`src/rtl/qea_run_sequencer.sv`:
```
// qea_run_sequencer
//   Upstream control stage for QEA. Runs one emulation job:
//     1. Streams n gate-context words from a valid/ready source into the QEA ctx RAM.
//     2. Initialises the state RAM to |0...0> (2**(qn-PE_NUM_WIDTH) words).
//     3. Pulses QEA start, waits for completion and reports the run length in cycles.
//
//   Optional feature
//     QEA_RUN_SEQUENCER_WDOG_EN     when defined, a run that reaches WDOG_CYCLES cycles
//                                   without completion is abandoned with an o_err pulse.
//
//   All outputs are registered; a write strobe appears the cycle after its source event.

module qea_run_sequencer #(
  parameter int unsigned PE_NUM_WIDTH            = 2,
  parameter int unsigned PE_NUM                  = 4,
  parameter int unsigned DATA_WIDTH              = 32,
  parameter int unsigned NUM_FRAC_BIT            = 30,
  parameter int unsigned STATE_DATA_WIDTH        = 64,
  parameter int unsigned STATE_ADDR_WIDTH        = 16,
  parameter int unsigned GATE_CONTEXT_DATA_WIDTH = 64,
  parameter int unsigned GATE_CONTEXT_ADDR_WIDTH = 16,
  parameter int unsigned MAX_QBIT_WIDTH          = 6,
  parameter int unsigned CNT_WIDTH               = 32,
  parameter int unsigned WDOG_CYCLES             = 2**24
) (
  input  logic                                 clk,
  input  logic                                 rst,
  input  logic                                 i_launch,
  input  logic [MAX_QBIT_WIDTH-1:0]            i_qbit_num,
  input  logic [GATE_CONTEXT_ADDR_WIDTH-1:0]   i_ins_num,
  input  logic                                 i_ctx_valid,
  output logic                                 o_ctx_ready,
  input  logic [GATE_CONTEXT_DATA_WIDTH-1:0]   i_ctx_word,
  output logic                                 o_ctx_en,
  output logic                                 o_ctx_wea,
  output logic [GATE_CONTEXT_ADDR_WIDTH-1:0]   o_ctx_addr,
  output logic [GATE_CONTEXT_DATA_WIDTH-1:0]   o_ctx_data,
  output logic                                 o_state_ena,
  output logic                                 o_state_wea,
  output logic [STATE_ADDR_WIDTH-1:0]          o_state_addra,
  output logic [PE_NUM*STATE_DATA_WIDTH-1:0]   o_state_dina,
  output logic                                 o_start,
  input  logic                                 i_complete,
  output logic                                 o_busy,
  output logic                                 o_done,
  output logic                                 o_err,
  output logic [CNT_WIDTH-1:0]                 o_cycle_cnt
);

  localparam int unsigned STATE_WORD_WIDTH = PE_NUM * STATE_DATA_WIDTH;

  // Legal qubit range: at least one full state word, at most the whole state RAM.
  localparam logic [MAX_QBIT_WIDTH-1:0] QN_MIN = MAX_QBIT_WIDTH'(PE_NUM_WIDTH);
  localparam logic [MAX_QBIT_WIDTH-1:0] QN_MAX = MAX_QBIT_WIDTH'(STATE_ADDR_WIDTH + PE_NUM_WIDTH);

  // Amplitude 1.0 + 0i on lane 0 (MSBs); every other lane is zero.
  localparam logic [DATA_WIDTH-1:0]       AMP_ONE  = DATA_WIDTH'(1) << NUM_FRAC_BIT;
  localparam logic [STATE_DATA_WIDTH-1:0] LANE_ONE =
    {AMP_ONE, {(STATE_DATA_WIDTH - DATA_WIDTH){1'b0}}};
  localparam logic [STATE_WORD_WIDTH-1:0] WORD_ONE =
    {LANE_ONE, {(STATE_WORD_WIDTH - STATE_DATA_WIDTH){1'b0}}};

  typedef enum logic [2:0] {
    StIdle,
    StCtx,
    StState,
    StStart,
    StRun,
    StDone
  } state_e;

  state_e                               state_q;
  logic [MAX_QBIT_WIDTH-1:0]            qn_q;
  logic [GATE_CONTEXT_ADDR_WIDTH-1:0]   n_q;
  logic [GATE_CONTEXT_ADDR_WIDTH-1:0]   ctx_idx_q;
  logic [STATE_ADDR_WIDTH-1:0]          st_idx_q;
  logic                                 first_q;

  logic                                 ctx_ready_q;
  logic                                 ctx_en_q;
  logic                                 ctx_wea_q;
  logic [GATE_CONTEXT_ADDR_WIDTH-1:0]   ctx_addr_q;
  logic [GATE_CONTEXT_DATA_WIDTH-1:0]   ctx_data_q;
  logic                                 state_ena_q;
  logic                                 state_wea_q;
  logic [STATE_ADDR_WIDTH-1:0]          state_addra_q;
  logic [STATE_WORD_WIDTH-1:0]          state_dina_q;
  logic                                 start_q;
  logic                                 busy_q;
  logic                                 done_q;
  logic                                 err_q;
  logic [CNT_WIDTH-1:0]                 cnt_q;

  logic                                 qn_ok;
  logic [MAX_QBIT_WIDTH-1:0]            qn_shift;
  logic [STATE_ADDR_WIDTH:0]            st_last;
  logic                                 ctx_accept;

  always_comb begin
    qn_ok      = (i_qbit_num >= QN_MIN) && (i_qbit_num <= QN_MAX);
    qn_shift   = qn_q - QN_MIN;
    // One bit wider so the max qubit count (2**STATE_ADDR_WIDTH words) does not overflow.
    st_last    = ((STATE_ADDR_WIDTH + 1)'(1) << qn_shift) - (STATE_ADDR_WIDTH + 1)'(1);
    ctx_accept = i_ctx_valid && ctx_ready_q;
  end

  always_ff @(posedge clk) begin
    if (rst) begin
      state_q       <= StIdle;
      qn_q          <= '0;
      n_q           <= '0;
      ctx_idx_q     <= '0;
      st_idx_q      <= '0;
      first_q       <= 1'b0;
      ctx_ready_q   <= 1'b0;
      ctx_en_q      <= 1'b0;
      ctx_wea_q     <= 1'b0;
      ctx_addr_q    <= '0;
      ctx_data_q    <= '0;
      state_ena_q   <= 1'b0;
      state_wea_q   <= 1'b0;
      state_addra_q <= '0;
      state_dina_q  <= '0;
      start_q       <= 1'b0;
      busy_q        <= 1'b0;
      done_q        <= 1'b0;
      err_q         <= 1'b0;
      cnt_q         <= '0;
    end else begin
      ctx_en_q    <= 1'b0;
      ctx_wea_q   <= 1'b0;
      state_ena_q <= 1'b0;
      state_wea_q <= 1'b0;
      start_q     <= 1'b0;
      done_q      <= 1'b0;
      err_q       <= 1'b0;

      unique case (state_q)
        StIdle: begin
          if (i_launch) begin
            qn_q <= i_qbit_num;
            n_q  <= i_ins_num;
            if (!qn_ok) begin
              err_q <= 1'b1;
            end else begin
              busy_q    <= 1'b1;
              ctx_idx_q <= '0;
              st_idx_q  <= '0;
              if (i_ins_num == '0) begin
                state_q <= StState;
              end else begin
                ctx_ready_q <= 1'b1;
                state_q     <= StCtx;
              end
            end
          end
        end

        StCtx: begin
          if (ctx_accept) begin
            ctx_en_q   <= 1'b1;
            ctx_wea_q  <= 1'b1;
            ctx_addr_q <= ctx_idx_q;
            ctx_data_q <= i_ctx_word;
            ctx_idx_q  <= ctx_idx_q + GATE_CONTEXT_ADDR_WIDTH'(1);
            if (ctx_idx_q == n_q - GATE_CONTEXT_ADDR_WIDTH'(1)) begin
              ctx_ready_q <= 1'b0;
              state_q     <= StState;
            end
          end
        end

        StState: begin
          state_ena_q   <= 1'b1;
          state_wea_q   <= 1'b1;
          state_addra_q <= st_idx_q;
          state_dina_q  <= (st_idx_q == '0) ? WORD_ONE : '0;
          st_idx_q      <= st_idx_q + STATE_ADDR_WIDTH'(1);
          if ({1'b0, st_idx_q} == st_last) begin
            state_q <= StStart;
          end
        end

        StStart: begin
          start_q <= 1'b1;
          cnt_q   <= '0;
          first_q <= 1'b1;
          state_q <= StRun;
        end

        StRun: begin
          first_q <= 1'b0;
          // The first RUN cycle still sees the completion level of the previous job.
          if (!first_q && i_complete) begin
            done_q  <= 1'b1;
            state_q <= StDone;
`ifdef QEA_RUN_SEQUENCER_WDOG_EN
          end else if (cnt_q == CNT_WIDTH'(WDOG_CYCLES)) begin
            err_q   <= 1'b1;
            busy_q  <= 1'b0;
            state_q <= StIdle;
`endif
          end else if (cnt_q != '1) begin
            cnt_q <= cnt_q + CNT_WIDTH'(1);
          end
        end

        StDone: begin
          busy_q  <= 1'b0;
          state_q <= StIdle;
        end

        default: begin
          state_q <= StIdle;
        end
      endcase
    end
  end

  assign o_ctx_ready   = ctx_ready_q;
  assign o_ctx_en      = ctx_en_q;
  assign o_ctx_wea     = ctx_wea_q;
  assign o_ctx_addr    = ctx_addr_q;
  assign o_ctx_data    = ctx_data_q;
  assign o_state_ena   = state_ena_q;
  assign o_state_wea   = state_wea_q;
  assign o_state_addra = state_addra_q;
  assign o_state_dina  = state_dina_q;
  assign o_start       = start_q;
  assign o_busy        = busy_q;
  assign o_done        = done_q;
  assign o_err         = err_q;
  assign o_cycle_cnt   = cnt_q;

endmodule
```
`config.mk`:
```
export PLATFORM = sky130hd
export DESIGN_NAME = qea_run_sequencer
export DESIGN_NICKNAME = d
export VERILOG_FILES = /design/src/rtl/qea_run_sequencer.sv
export SDC_FILE = /design/constraint.sdc
export NUM_CORES = 1
export LEC_CHECK = 0
export CAP_MARGIN = 10
export CORE_MARGIN = 2
export CORE_UTILIZATION = 30
export DETAILED_ROUTE_END_ITERATION = 8
export MAX_ROUTING_LAYER = met4
export PLACE_DENSITY = 0.7
export SLEW_MARGIN = 10
export SYNTH_ARGS = -nofsm -noshare
export SYNTH_HDL_FRONTEND = slang
export SYNTH_SLANG_ARGS = --single-unit
```
`constraint.sdc`:
```
create_clock -name clk -period 11.25 [get_ports clk]
set_clock_uncertainty 0.1 [all_clocks]
set_input_delay 2.8125 -clock clk [delete_from_list [all_inputs] [get_ports clk]]
set_output_delay 2.8125 -clock clk [all_outputs]
set_load 0.02 [all_outputs]
```
### Word level (Yosys, flattened, before mapping)

Index checks and enable logic that the tools add are counted.

| storage, ports and cells | value |
|---|---|
| bits in registers | 449 |
| latch bits | 0 |
| RAM bits | 0 |
| memory bits (read-only) | 0 |
| bits of input ports | 91 |
| output and inout bits | 393 |
| logic and storage cells | 102 |
| memories | 0 |

| cells by class | value |
|---|---|
| add/sub/neg operators | 6 |
| $mul | 0 |
| div/mod/pow operators | 0 |
| magnitude comparators | 2 |
| equality and inequality tests | 17 |
| shifts and indexed selects | 1 |
| multiplexer cells | 32 |
| bitwise operators | 4 |
| reduce and logical (&&, ||, !) cells | 22 |

Operators by type and width:

| cell | number |
|---|---|
| $mux W255 | 1 |
| $mux W32 | 2 |
| $pmux W16 S2 | 2 |
| $pmux W32 S2 | 1 |
| $mux W16 | 3 |
| $add A16 B1 Y16 const B | 2 |
| $add A32 B1 Y32 const B | 1 |
| $logic_not A16 Y1 | 2 |
| $ne A32 B32 Y1 const B | 1 |
| $mux W3 | 6 |
| $ne A2 B2 Y1 const B | 9 |
| $eq A16 B17 Y1 | 1 |
| $shl A1 B6 Y17 const A | 1 |
| $sub A17 B2 Y17 const B | 1 |
| $eq A16 B16 Y1 | 1 |
| $sub A16 B1 Y16 const B | 1 |
| $pmux W3 S5 | 1 |
| $mux W1 | 12 |
| $reduce_and A6 Y1 | 2 |
| $reduce_and A3 Y1 | 3 |
| $reduce_bool A2 Y1 | 4 |
| $eq A3 B2 Y1 const B | 2 |
| $eq A3 B3 Y1 const B | 2 |
| $ge A6 B2 Y1 const B | 1 |
| 13 further kinds | 22 |

### Logic depth before layout (Yosys ltp)

Gate-level depths: netlist (run 1).

| depth | value |
|---|---|
| depth in word-level cells | 6 |
| depth in mapped cells | 17 |
| gate-level depth less buffers | 14 |

### Worst setup path after synthesis (run 1)

Ideal clock, no wire load.

| path | value |
|---|---|
| kind | input port to flip-flop |
| start | in i_launch |
| end | reg ctx_idx_q[12] |
| setup time | 0.070 ns |
| arrival | 4.635 ns |
| data required time | 11.080 ns |
| path slack | 6.445 ns |
| stages on the path | 7 |
| path buffers | 1 |
| cells stage by stage | or4b_1 > buf_2 > a2111oi_4 > o211ai_2 > or2_4 > or3_1 > a21oi_1 |

| between the ends | value |
|---|---|
| cells in the longest elaborated chain, start to end | 2 |

RTL lines:

| what | line | text |
|---|---|---|
| from (decl) | 28 | `input logic i_launch,` |
| $ne A2 B2 Y1 (no source line) | n/a |  |
| $reduce_and A4 Y1 (no source line) | n/a |  |
| to (signal assigned) | 165 | `ctx_idx_q <= ctx_idx_q + GATE_CONTEXT_ADDR_WIDTH'(1);` |
| to (decl) | 75 | `logic [GATE_CONTEXT_ADDR_WIDTH-1:0] ctx_idx_q;` |

No other way between the ends.
A chain may end at the register's enable or synchronous reset.

### Worst setup path in the final report (run 1)

| path | value |
|---|---|
| start | in i_launch |
| end | reg ctx_idx_q[15] |

Same word-level chain as after synthesis.

==> summary.txt, run 1 <==
Power
  • Clock power frac: 0.361
  • Sw Ratio: 0.3312
  • NetSw: roughly 540 uW
  • Combinational power share: 0.195
  • Peak VDD IR: between 0.1 and 0.15 mV
  • Sequential share of power: 0.444
  • Internal: 1098 uW
  • Leak pwr: between 0.004 and 0.005 uW
  • Power density over the cells: about 130 mW/mm^2
  • Power, Total: between 1500 and 2000 uW

Worst hold path
  • Hold crit path type: flop to flop
  • Hold_sp: o_ctx_data[48]$_SDFFE_PP0P_

Synth
  • Yosys warns: 0
  • Sequential fraction of the synthesis area: 0.3595
  • Post-synthesis cell area: 0.01080 sq mm
  • Synth async-reset ratio: 0
  • Syn Area/Cell: just under 8 sq um
  • Top cells by area, synth: dfxtp_1, buf_4, nand2_1
  • Synth Register Bits: 194
  • Commonest cells post-synth: nand2_1, buf_4, dfxtp_1, a21oi_1, nor2_1
  • Top-area cell type share of the netlist area: 0.3595
  • Most used flip-flop cell after synthesis: dfxtp_1
  • Most common cell in the netlist: nand2_1
  • Netlist cell types: 75
  • Post-synth EDFFs: 0
  • Area leader, netlist: dfxtp_1
  • Synth Instances: 1,394

CTS
  • Clock sinks: 194
  • Cts hold-fix bufs: 0
  • CTS H-tree depth: 4
  • CTS tree: built
  • Longest Clk Path Bufs: 2
  • CTS resizes: 0
  • CTS Buf Count: 17
  • Root buffer cell: clkbuf_16
  • Clk slew on worst S/H paths: roughly 70 ps
  • Post-CTS Setup Repair Bufs: 0
  • Clock network latency to the later pin of the worst-skew pair: roughly 450 ps

Drt
  • Routed vias: 9,266
  • Final WL: ~30 mm
  • Routed vias/inst: 4.522
  • DR iter-0 viols: a little over 400
  • WL/cell: ~14 um
  • Post-DRT Antenna Nets: 0
  • Drt drc: 0
  • Pre-antenna DRT Iters: 5

Timing
  • Hold Vio Cnt, Final: 0
  • Max_slew headroom: 0.2313
  • Final worst-path cycle share: 0.5083
  • RSZ-0062 raised after global routing: no
  • Post-route setup TNS: 0 ps
  • FMAX: around 0.17 GHz
  • Final worst setup slack: between 5000 and 6000 ps
  • Tmin final: 5718 ps
  • Least-Margin Pin Slew: around 1200 ps
  • Final setup violation count: 0
  • Final slew viol count: 0

GRT
  • Grt total ovfl: 0
  • Total Routing Usage GR: 0.1544
  • Vias in the first global route: between 8,000 and 9,000
  • First-pass GRT wire length: ~45 mm
  • Largest net degree at the start of global routing: 86
  • Initial antenna violation count: 4

Die
  • Die area: 0.03755 sq mm
  • Die width: 193.8 um
  • Chip Height: ~190 um
  • Ports: a little under 500
  • Initial Util: 0.3045
  • Core Rows: 69
  • Core Footprint: about 0.035 sq mm

Worst setup path
  • CP startpoint: i_launch
  • CP Capture Type: flop
  • Crit path largest cell delay: approximately 860 ps
  • CP Class: input pin to flop
  • Crit-path max FO: 24
  • Arrival time worst endpoint: 5940 ps
  • Reg2reg start: qn_q[1]$_SDFFE_PP0P_
  • CP delay by family, top: simple AND/OR/NAND/NOR gates
  • Slowest-stage cell, CP: or4b_1
  • Crit path buffers/inverters: 1
  • CP Launch Type: input pin
  • Cell mode on critical path: nor2_1
  • Worst path cell trace: clkdlybuf4s50_1 -> or4b_1 -> a2111oi_4 -> o2111ai_2 -> nor2_1 -> nand4_1 -> xor2_1 -> nor2_1
  • Required time worst endpoint: 11,470 ps

Layout
  • Finished Layout Cells: between 2,000 and 2,500
  • Synth-to-layout area growth: 20.46%
  • Final Core Density: 0.3668
  • Share of post-route cells with drive strength above 1: 0.03596
  • Layout net count: between 1,500 and 2,000

Placement
  • DP Cell Count: between 2,000 and 2,500
  • Global placer's final weighted congestion: roughly 0.88
  • Port buffer count: between 200 and 250
  • Pre-CTS WS: between 5000 and 6000 ps
  • DP Wirelength: around 22 mm

Outcome
  • Status: complete, no violations

Flow run
  • Max cap viols: 0
[worst reg2reg max path, stage by stage, from the launching register on]
cell,delay (ps)
dfxtp_1,750
inv_1,180
ha_1,630
nor3b_4,430
nand3_1,130
ha_1,430
nand2b_1,190
o211ai_1,140
a211oi_1,200
o211ai_1,110
a2111oi_0,510
nand4_1,160
o31ai_1,200
[layer usage]
layer,vias up,GRT usage,part of all wire
met1,4321,0.1817,0.42
met3,22,0.05792,0.095
li1,4504,-,-
met5,-,-,0
met2,419,0.2489,0.48
met4,0,0.03732,0.010
[registers in the layout, indices dropped and copies added, names as in the netlist]
| signal | cells |
|---|---|
| o_state_dina | 1 |
| qn_q | 6 |
| o_ctx_wea | 1 |
| o_err | 1 |
| o_ctx_addr | 16 |
| o_start | 1 |
| o_busy | 1 |
| o_cycle_cnt | 32 |
| o_ctx_ready | 1 |
| st_idx_q | 16 |
| o_done | 1 |
| o_state_addra | 16 |
| n_q | 16 |
| first_q | 1 |
| ctx_idx_q | 16 |
| o_ctx_data | 64 |
| state_q | 3 |
| o_state_wea | 1 |
[logic make-up after synthesis]
kind of cell / count (synthesis) / share of synthesized area
buffers and inverters: 351 / 0.2122
adder cells (fa/ha/maj): 7 / 0.008106
XOR/XNOR: 77 / 0.06381
other: 1 / 0.0003471
AO/OA/AOI/OAI: 236 / 0.1312
AND/OR/NAND/NOR: 525 / 0.2221
flip-flops: 194 / 0.3595
multiplexers: 3 / 0.002779
[final timing paths]
kind                                      end  slack [ps]  depth (start not counted)
setup reg to reg      state_q[0]$_SDFFE_PP0P_        7020                         12
setup / recovery   ctx_idx_q[15]$_SDFFE_PP0P_        5530                          8
hold / removal    o_ctx_data[48]$_SDFFE_PP0P_         350                          2
hold reg to reg   o_ctx_data[48]$_SDFFE_PP0P_         350                          2
[area by class of cell]
class,instances,area (sq um)
clock inverters,14,125.1
diodes,3,7.507
flip-flops and latches,194,3884
multi-input cells,1103,5589
fillers,3646,22470
inverters,23,86.33
repair buffers,233,2317
clock buffers,18,429.2
well taps,461,576.8
[stage by stage]
| stage | hold slack, ps | area, sq um |
|---|---|---|
| floorplan | 349.6 | 11760 |
| global placement | 340.9 | 12450 |
| detailed placement | 345.7 | 12450 |
| CTS | 356.0 | 13010 |
| global route | 376.0 | 13020 |
| finish | 354.9 | 13020 |
[power groups by stage]
stage	Combinational, uW	Clock, uW	Sequential, uW
5_1_grt	348	634	733
4_1_cts	317	609	729
3_3_place_gp	314	0	744
2_1_floorplan	305	0	734
3_5_place_dp	315	0	745
6_report	320	592	729
[layout by cell type (no fill, tap or decap), types with 4 or more instances in the layout]
master	Yosys	routed
clkbuf_16	0	17
or4_1	4	4
nor4b_1	6	6
nor2_1	86	85
clkinv_4	0	4
xor2_1	30	30
nor3_1	29	29
nand4_1	16	16
nand2b_1	8	8
dfxtp_1	194	194
ha_1	7	7
clkdlybuf4s50_1	0	227
a21boi_0	4	4
o211ai_1	5	5
nor4_1	18	18
or3_1	16	16
a31oi_1	4	4
buf_4	257	6
or2_2	5	5
xnor2_1	46	46
a21oi_1	149	149
nand3_1	24	24
inv_1	23	23
and3_1	11	11
o21ai_0	25	25
a211oi_1	4	4
conb_1	1	255
nand2_1	276	276
No activity file was read; power rests on OpenSTA's default activity.
==> inputs of run 2 (changes only) <==
Clock period 11.25 ns to 5.3 ns, I/O delays scaled along.
==> run 2 against run 1 <==
Effect of this change:
- design area up 0.53%
- global-route usage about the same
- clock power up 130%
- non-clock buffer count up 2
- sequential share of layout area down 0.16 points
- clock-buffer cell count up 2
- largest power group unchanged
- largest cell class unchanged
- critical path type is now flop to flop
- hold slack worse by 1.8 ps
==> summary.txt, run 2 (synthesis results as in run 1) <==
Worst setup path
  • Worst path cell trace: inv_1 -> ha_1 -> nor2_1 -> a31oi_4 -> nor3b_4 -> nand3_1 -> ha_1 -> xor2_1 -> a211oi_1 -> o211ai_1 -> a2111oi_0 -> nand4_1 -> o31ai_1
  • Slowest-stage cell, CP: dfxtp_1
  • CP Class: flop to flop
  • Reg-to-reg slack, setup: 1290 ps (-5730 ps)
  • Worst r2r dst: state_q[0]$_SDFFE_PP0P_
  • CP Launch Type: flop
  • CP delay by family, top: compound AO/OA/AOI/OAI gates
  • Crit-path max FO: 20 (-17%)
  • Required time worst endpoint: 5560 ps (-5910 ps)
  • R2R depth: 13 (+1)
  • Crit path buffers/inverters: 1 (unchanged)
  • Crit path largest cell delay: 720 ps (-140 ps)
  • Cell mode on critical path: ha_1
  • Arrival time worst endpoint: 4280 ps (-1660 ps)
  • Reg2reg start: qn_q[1]$_SDFFE_PP0P_
  • CP Capture Type: flop

Layout
  • Layout net count: 1,672 (+0.12%)
  • Finished Layout Cells: 2,047 (-0.098%)
  • Commonest non-fill, non-tap cell in the layout: nand2_1
  • Final Core Density: 0.3687 (+0.001940)
  • Fillcell total: 3,629 (-0.47%)
  • Register area: 0.003884 sq mm (unchanged)
  • Max FFs per register: 64 (unchanged)
  • Area of the multi-input gates: 0.005589 sq mm (unchanged)
  • Synth-to-layout area growth: 21.10%
  • Most frequent cells in the layout: nand2_1, conb_1, clkdlybuf4s50_1
  • Share of post-route cells with drive strength above 1: 0.03659 (+0.0006309)

GRT
  • Largest net degree at the start of global routing: 80 (-7.0%)
  • Vias in the first global route: 8,499 (+1.4%)
  • Grt total ovfl: 0 (unchanged)
  • First-pass GRT wire length: 45.26 mm (+0.23%)
  • Total Routing Usage GR: 0.1548 (+0.0004178)
  • Initial antenna violation count: 1 (-3)

Power
  • Leak pwr: 0.004763 uW (+0.78%)
  • Power density over the cells: 275.2 mW/mm^2 (+120%)
  • Peak VDD IR: 0.2361 mV (+110%)
  • Power, Total: 3601 uW (+120%)

Drt
  • DR iter-0 viols: 493 (+19%)
  • Drt drc: 0 (unchanged)
  • Routed vias: 9,298 (+0.35%)
  • Pre-antenna DRT Iters: 5 (unchanged)
  • Metal2 WL: 13.95 mm (+0.58%)
  • WL met3: 2.723 mm (-1.6%)
  • Max layer used: met4
  • Met1 WL: 12.47 mm (+1.9%)
  • WL/cell: 14.40 um (+1.1%)
  • Final WL: 29.48 mm (+1.0%)
  • Routed vias/inst: 4.542 (+0.44%)
  • Post-DRT Antenna Nets: 0 (unchanged)

Timing
  • Tmin final: 4011 ps
  • FMAX: around 0.25 GHz
  • Hold Vio Cnt, Final: 0 (unchanged)
  • Max_slew headroom: 0.2456 (+0.01425)
  • Final worst setup slack: 1289 ps (-4243 ps)
  • Final setup violation count: 0 (unchanged)
  • Final worst-path cycle share: 0.7568
  • Final slew viol count: 0 (unchanged)
  • Least-Margin Pin Slew: 1132 ps (-21.37 ps)
  • RSZ-0062 raised after global routing: no
  • Post-route setup TNS: 0 ps (unchanged)

CTS
  • Root buffer cell: clkbuf_16
  • Clock sinks: 194 (unchanged)
  • Clk slew on worst S/H paths: 80 ps (about the same)
  • CTS Buf Count: 17 (unchanged)
  • Cts hold-fix bufs: 0 (unchanged)
  • CTS tree: built
  • CTS resizes: 0 (unchanged)
  • Longest Clk Path Bufs: 2 (unchanged)
  • Post-CTS Setup Repair Bufs: 0 (unchanged)
  • Clock network latency to the later pin of the worst-skew pair: 440 ps (about the same)
  • CTS H-tree depth: 4 (unchanged)

Die
  • Core Footprint: 0.03548 sq mm (unchanged)
  • Chip Height: 193.8 um (unchanged)
  • Die width: 193.8 um (unchanged)
  • Initial Util: 0.3045 (unchanged)
  • Die area: 0.03755 sq mm (unchanged)
  • Ports: 484 (unchanged)
  • Core Rows: 69 (unchanged)

Worst hold path
  • Hold endpoint: o_state_addra[1]$_SDFFE_PP0P_
  • Hold_sp: o_state_addra[1]$_SDFFE_PP0P_
  • Hold depth: 2 (unchanged)
  • Hold crit path type: flop to flop

Placement
  • DP Wirelength: 22.19 mm (+2.9%)
  • Global placer's final weighted congestion: 0.9015 (+2.5%)
  • Port buffer count: 228 (unchanged)
  • DP Cell Count: 2,016 (+0.099%)
  • Pre-CTS WS: 1133 ps (-3920 ps)

Outcome
  • Status: complete, no violations

Flow run
  • Max cap viols: 0 (unchanged)
run 2: cell count changes in the layout (fill, tap and decap cells not counted), sizes merged:
cell / previous run / this run
inv: 28 / 26
buf: 6 / 8
clkbuf: 18 / 20
diode: 3 / 1
bufinv: 0 / 3
clkinv: 8 / 3
run 2: worst max-delay path by stage:
stage	endpoint	slack, ps	from	cells past startpoint
global route	state_q[0]$_SDFFE_PP0P_	900	qn_q[1]$_SDFFE_PP0P_	13
CTS	state_q[0]$_SDFFE_PP0P_	1360	qn_q[1]$_SDFFE_PP0P_	13
global placement	ctx_idx_q[15]$_SDFFE_PP0P_	1150	i_launch	9
finish	state_q[0]$_SDFFE_PP0P_	1290	qn_q[1]$_SDFFE_PP0P_	13
floorplan	state_q[0]$_SDFFE_PP0P_	1700	qn_q[1]$_SDFFE_PP0P_	17
detailed placement	ctx_idx_q[15]$_SDFFE_PP0P_	1130	i_launch	9
run 2: layer usage:
| metal | up-vias | global-route usage |
|---|---|---|
| met5 | - | - |
| met4 | 0 | 0.04015 |
| met3 | 25 | 0.05288 |
| met2 | 426 | 0.2472 |
| met1 | 4353 | 0.1864 |
| li1 | 4494 | - |
run 2: where the power goes:
| group | total, uW | switching [uW] | internal [uW] |
|---|---|---|---|
| clock | 1380 | 595 | 781 |
| combinational | 678 | 455 | 223 |
| sequential | 1550 | 56.8 | 1490 |
run 2: worst register-to-register path, delay by kind of cell, from the launching register on:
| family | cells | cell delay [ps] |
|---|---|---|
| buf+inv | 1 | 180 |
| simple gates | 4 | 860 |
| compound gates | 5 | 1080 |
| xor+xnor | 1 | 240 |
| fa+ha+maj | 2 | 750 |
| flops | 1 | 720 |
run 2: final cells by class:
type / instances / share of cell area
antenna: 1 / 0.0001913
clock inverter: 10 / 0.01119
inverter: 23 / 0.006598
sequential: 194 / 0.2968
multi-input combinational: 1103 / 0.4272
timing repair buffer: 235 / 0.1783
tap: 461 / 0.04409
clock buffer: 20 / 0.03567
run 2: stage by stage:
step           hold slack, ps  instance area [sq um]
3_3_place_gp            340.9                  12470
4_1_cts                 356.1                  13080
3_5_place_dp            345.8                  12470
2_1_floorplan           349.6                  11760
6_report                353.1                  13080
5_1_grt                 367.8                  13080
==> inputs of run 3 (changes only) <==
Clock period 5.3 ns to 3.95 ns, I/O delays scaled along.
==> run 3 against run 2 <==
Effect of this change:
- worst setup slack worse by 940 ps
- combinational power grew 41%
- sequential cell count is the same
- global-route usage grew 0.23 points
- non-clock buffer count increased by 14
- design area rose by 1.5%
- first-iteration DRC count down 20%
- hold slack better by 2.1 ps
- maximum frequency rose by 11%
- register-to-register slack got worse by 940 ps
- largest cell class unchanged
- highest routed layer unchanged
==> summary.txt, run 3 (synthesis results as in run 1) <==
Outcome
  • Status: complete, no violations

Worst setup path
  • Reg2reg start: qn_q[2]$_SDFFE_PP0P_
  • R2R depth: 13 (unchanged)
  • Cell mode on critical path: ha_1
  • Arrival time worst endpoint: 3850 ps (-430 ps)
  • CP Capture Type: flop
  • Required time worst endpoint: 4200 ps (-1360 ps)
  • Slowest-stage cell, CP: ha_1
  • Worst r2r dst: state_q[0]$_SDFFE_PP0P_
  • CP Class: flop to flop
  • Crit-path max FO: 16 (-20%)
  • Reg-to-reg slack, setup: 350 ps (-940 ps)
  • CP Launch Type: flop
  • Worst path cell trace: inv_1 -> ha_1 -> and3b_1 -> a31oi_4 -> nor3b_4 -> nand3_1 -> ha_1 -> nor2_1 -> a32oi_1 -> and4b_1 -> o22ai_1 -> or4_1 -> o31ai_1
  • Crit path largest cell delay: 520 ps (-200 ps)

Drt
  • Routed vias/inst: 4.496 (-1.0%)
  • DR iter-0 viols: 393 (-20%)
  • Post-DRT Antenna Nets: 0 (unchanged)
  • Final WL: 29.66 mm (+0.59%)
  • WL/cell: 14.37 um (-0.23%)
  • Drt drc: 0 (unchanged)
  • Routed vias: 9,280 (-0.19%)
  • Pre-antenna DRT Iters: 4 (-1)

Worst hold path
  • Hold crit path type: flop to flop
  • Hold endpoint: o_ctx_data[58]$_SDFFE_PP0P_
  • Hold depth: 2 (unchanged)
  • Hold_sp: o_ctx_data[58]$_SDFFE_PP0P_

Die
  • Die area: 0.03755 sq mm (unchanged)
  • Core Footprint: 0.03548 sq mm (unchanged)
  • Core Rows: 69 (unchanged)
  • Chip Height: 193.8 um (unchanged)
  • Die width: 193.8 um (unchanged)
  • Ports: 484 (unchanged)
  • Initial Util: 0.3045 (unchanged)

CTS
  • Longest Clk Path Bufs: 2 (unchanged)
  • Root buffer cell: clkbuf_16
  • Cts hold-fix bufs: 0 (unchanged)
  • Clock sinks: 194 (unchanged)
  • CTS resizes: 0 (unchanged)
  • CTS tree: built
  • Clk slew on worst S/H paths: 80 ps (about the same)
  • Clock network latency to the later pin of the worst-skew pair: 450 ps (about the same)
  • Post-CTS Setup Repair Bufs: 0 (unchanged)
  • CTS H-tree depth: 4 (unchanged)
  • CTS Buf Count: 17 (unchanged)

Flow run
  • Max cap viols: 0 (unchanged)

GRT
  • Total Routing Usage GR: 0.1571 (+0.002286)
  • Grt total ovfl: 0 (unchanged)
  • First-pass GRT wire length: 45.88 mm (+1.4%)
  • Vias in the first global route: 8,584 (+1.0%)
  • Largest net degree at the start of global routing: 84 (+5.0%)
  • Initial antenna violation count: 2 (+1)

Layout
  • Synth-to-layout area growth: 22.86%
  • Final Core Density: 0.3741 (+0.005359)
  • Max FFs per register: 64 (unchanged)
  • Share of post-route cells with drive strength above 1: 0.04622 (+0.009628)
  • Finished Layout Cells: 2,064 (+0.83%)
  • Layout net count: 1,686 (+0.84%)
  • Commonest non-fill, non-tap cell in the layout: nand2_1
  • Fillcell total: 3,666 (+1.0%)
  • Most frequent cells in the layout: nand2_1, conb_1, clkdlybuf4s50_1

Power
  • Leak pwr: 0.004860 uW (+2.0%)
  • Peak VDD IR: 0.2947 mV (+25%)
  • Power density over the cells: 371.0 mW/mm^2 (+35%)
  • Power, Total: 4924 uW (+37%)

Timing
  • Post-route setup TNS: 0 ps (unchanged)
  • Hold Vio Cnt, Final: 0 (unchanged)
  • Least-Margin Pin Slew: 847.6 ps (-284.1 ps)
  • RSZ-0062 raised after global routing: no
  • Tmin final: 3603 ps (-408.1 ps)
  • Final worst-path cycle share: 0.9122 (+0.1554)
  • Final slew viol count: 0 (unchanged)
  • Final setup violation count: 0 (unchanged)
  • Max_slew headroom: 0.4324 (+0.1869)
  • FMAX: 0.2775 GHz (+11%)

Placement
  • Port buffer count: 228 (unchanged)
  • DP Wirelength: 22.34 mm (+0.67%)
  • Global placer's final weighted congestion: 0.8839 (-2.0%)
  • DP Cell Count: 2,030 (+0.69%)
## run 3: cell count changes in the layout (fill, tap and decap cells not counted), sizes merged
cell    delta
buf       +14
clkbuf     -3
bufinv     -1
inv        +3
clkinv     +3
diode      +1
## run 3: layout make-up
| type | count | area [sq um] | area share |
|---|---|---|---|
| diodes | 2 | 5.005 | 0.0003770 |
| well taps | 461 | 576.8 | 0.04345 |
| repair buffers | 249 | 2475 | 0.1864 |
| multi-input cells | 1103 | 5589 | 0.4211 |
| flip-flops and latches | 194 | 3884 | 0.2926 |
| clock inverters | 15 | 232.7 | 0.01753 |
| inverters | 23 | 86.33 | 0.006504 |
| clock buffers | 17 | 425.4 | 0.03205 |
## run 3: worst max-delay path by stage
stage                     cells after the start                  from                    endpoint
after CTS                                    13  qn_q[2]$_SDFFE_PP0P_     state_q[0]$_SDFFE_PP0P_
after detailed placement                      8              i_launch  ctx_idx_q[12]$_SDFFE_PP0P_
after floorplan                              17  qn_q[1]$_SDFFE_PP0P_     state_q[0]$_SDFFE_PP0P_
final                                        13  qn_q[2]$_SDFFE_PP0P_     state_q[0]$_SDFFE_PP0P_
after global routing                         14  qn_q[2]$_SDFFE_PP0P_     state_q[0]$_SDFFE_PP0P_
after global placement                        9              i_launch  ctx_idx_q[15]$_SDFFE_PP0P_
## run 3: where the power goes
group	switching, uW	internal, uW
Clock	913	991
Sequential	64.3	2000
Combinational	634	323
## run 3: metal layers
layer  routed length (um)  vias up  GRT usage
li1                     -     4535          -
met1                13060     4341     0.1916
met2                13750      374     0.2472
met3                 2395       30    0.05305
met4                  459        0    0.04297
met5                    0        -          -
## run 3: worst max-delay path, delay by kind of cell (launching register included)
family | cells | cell delay [ps]
compound gates | 4 | 780
buf+inv | 1 | 80
fa+ha+maj | 2 | 800
flops | 1 | 480
simple gates | 6 | 1280
## run 3: stage by stage
step	setup WS (ps)	area (sq um)	hold slack [ps]
floorplan	348.5	11760	349.6
global placement	406.7	12610	340.7
detailed placement	353.9	12610	345.5
CTS	335.2	13270	357.8
global route	10.84	13270	373.6
finish	346.9	13270	355.2
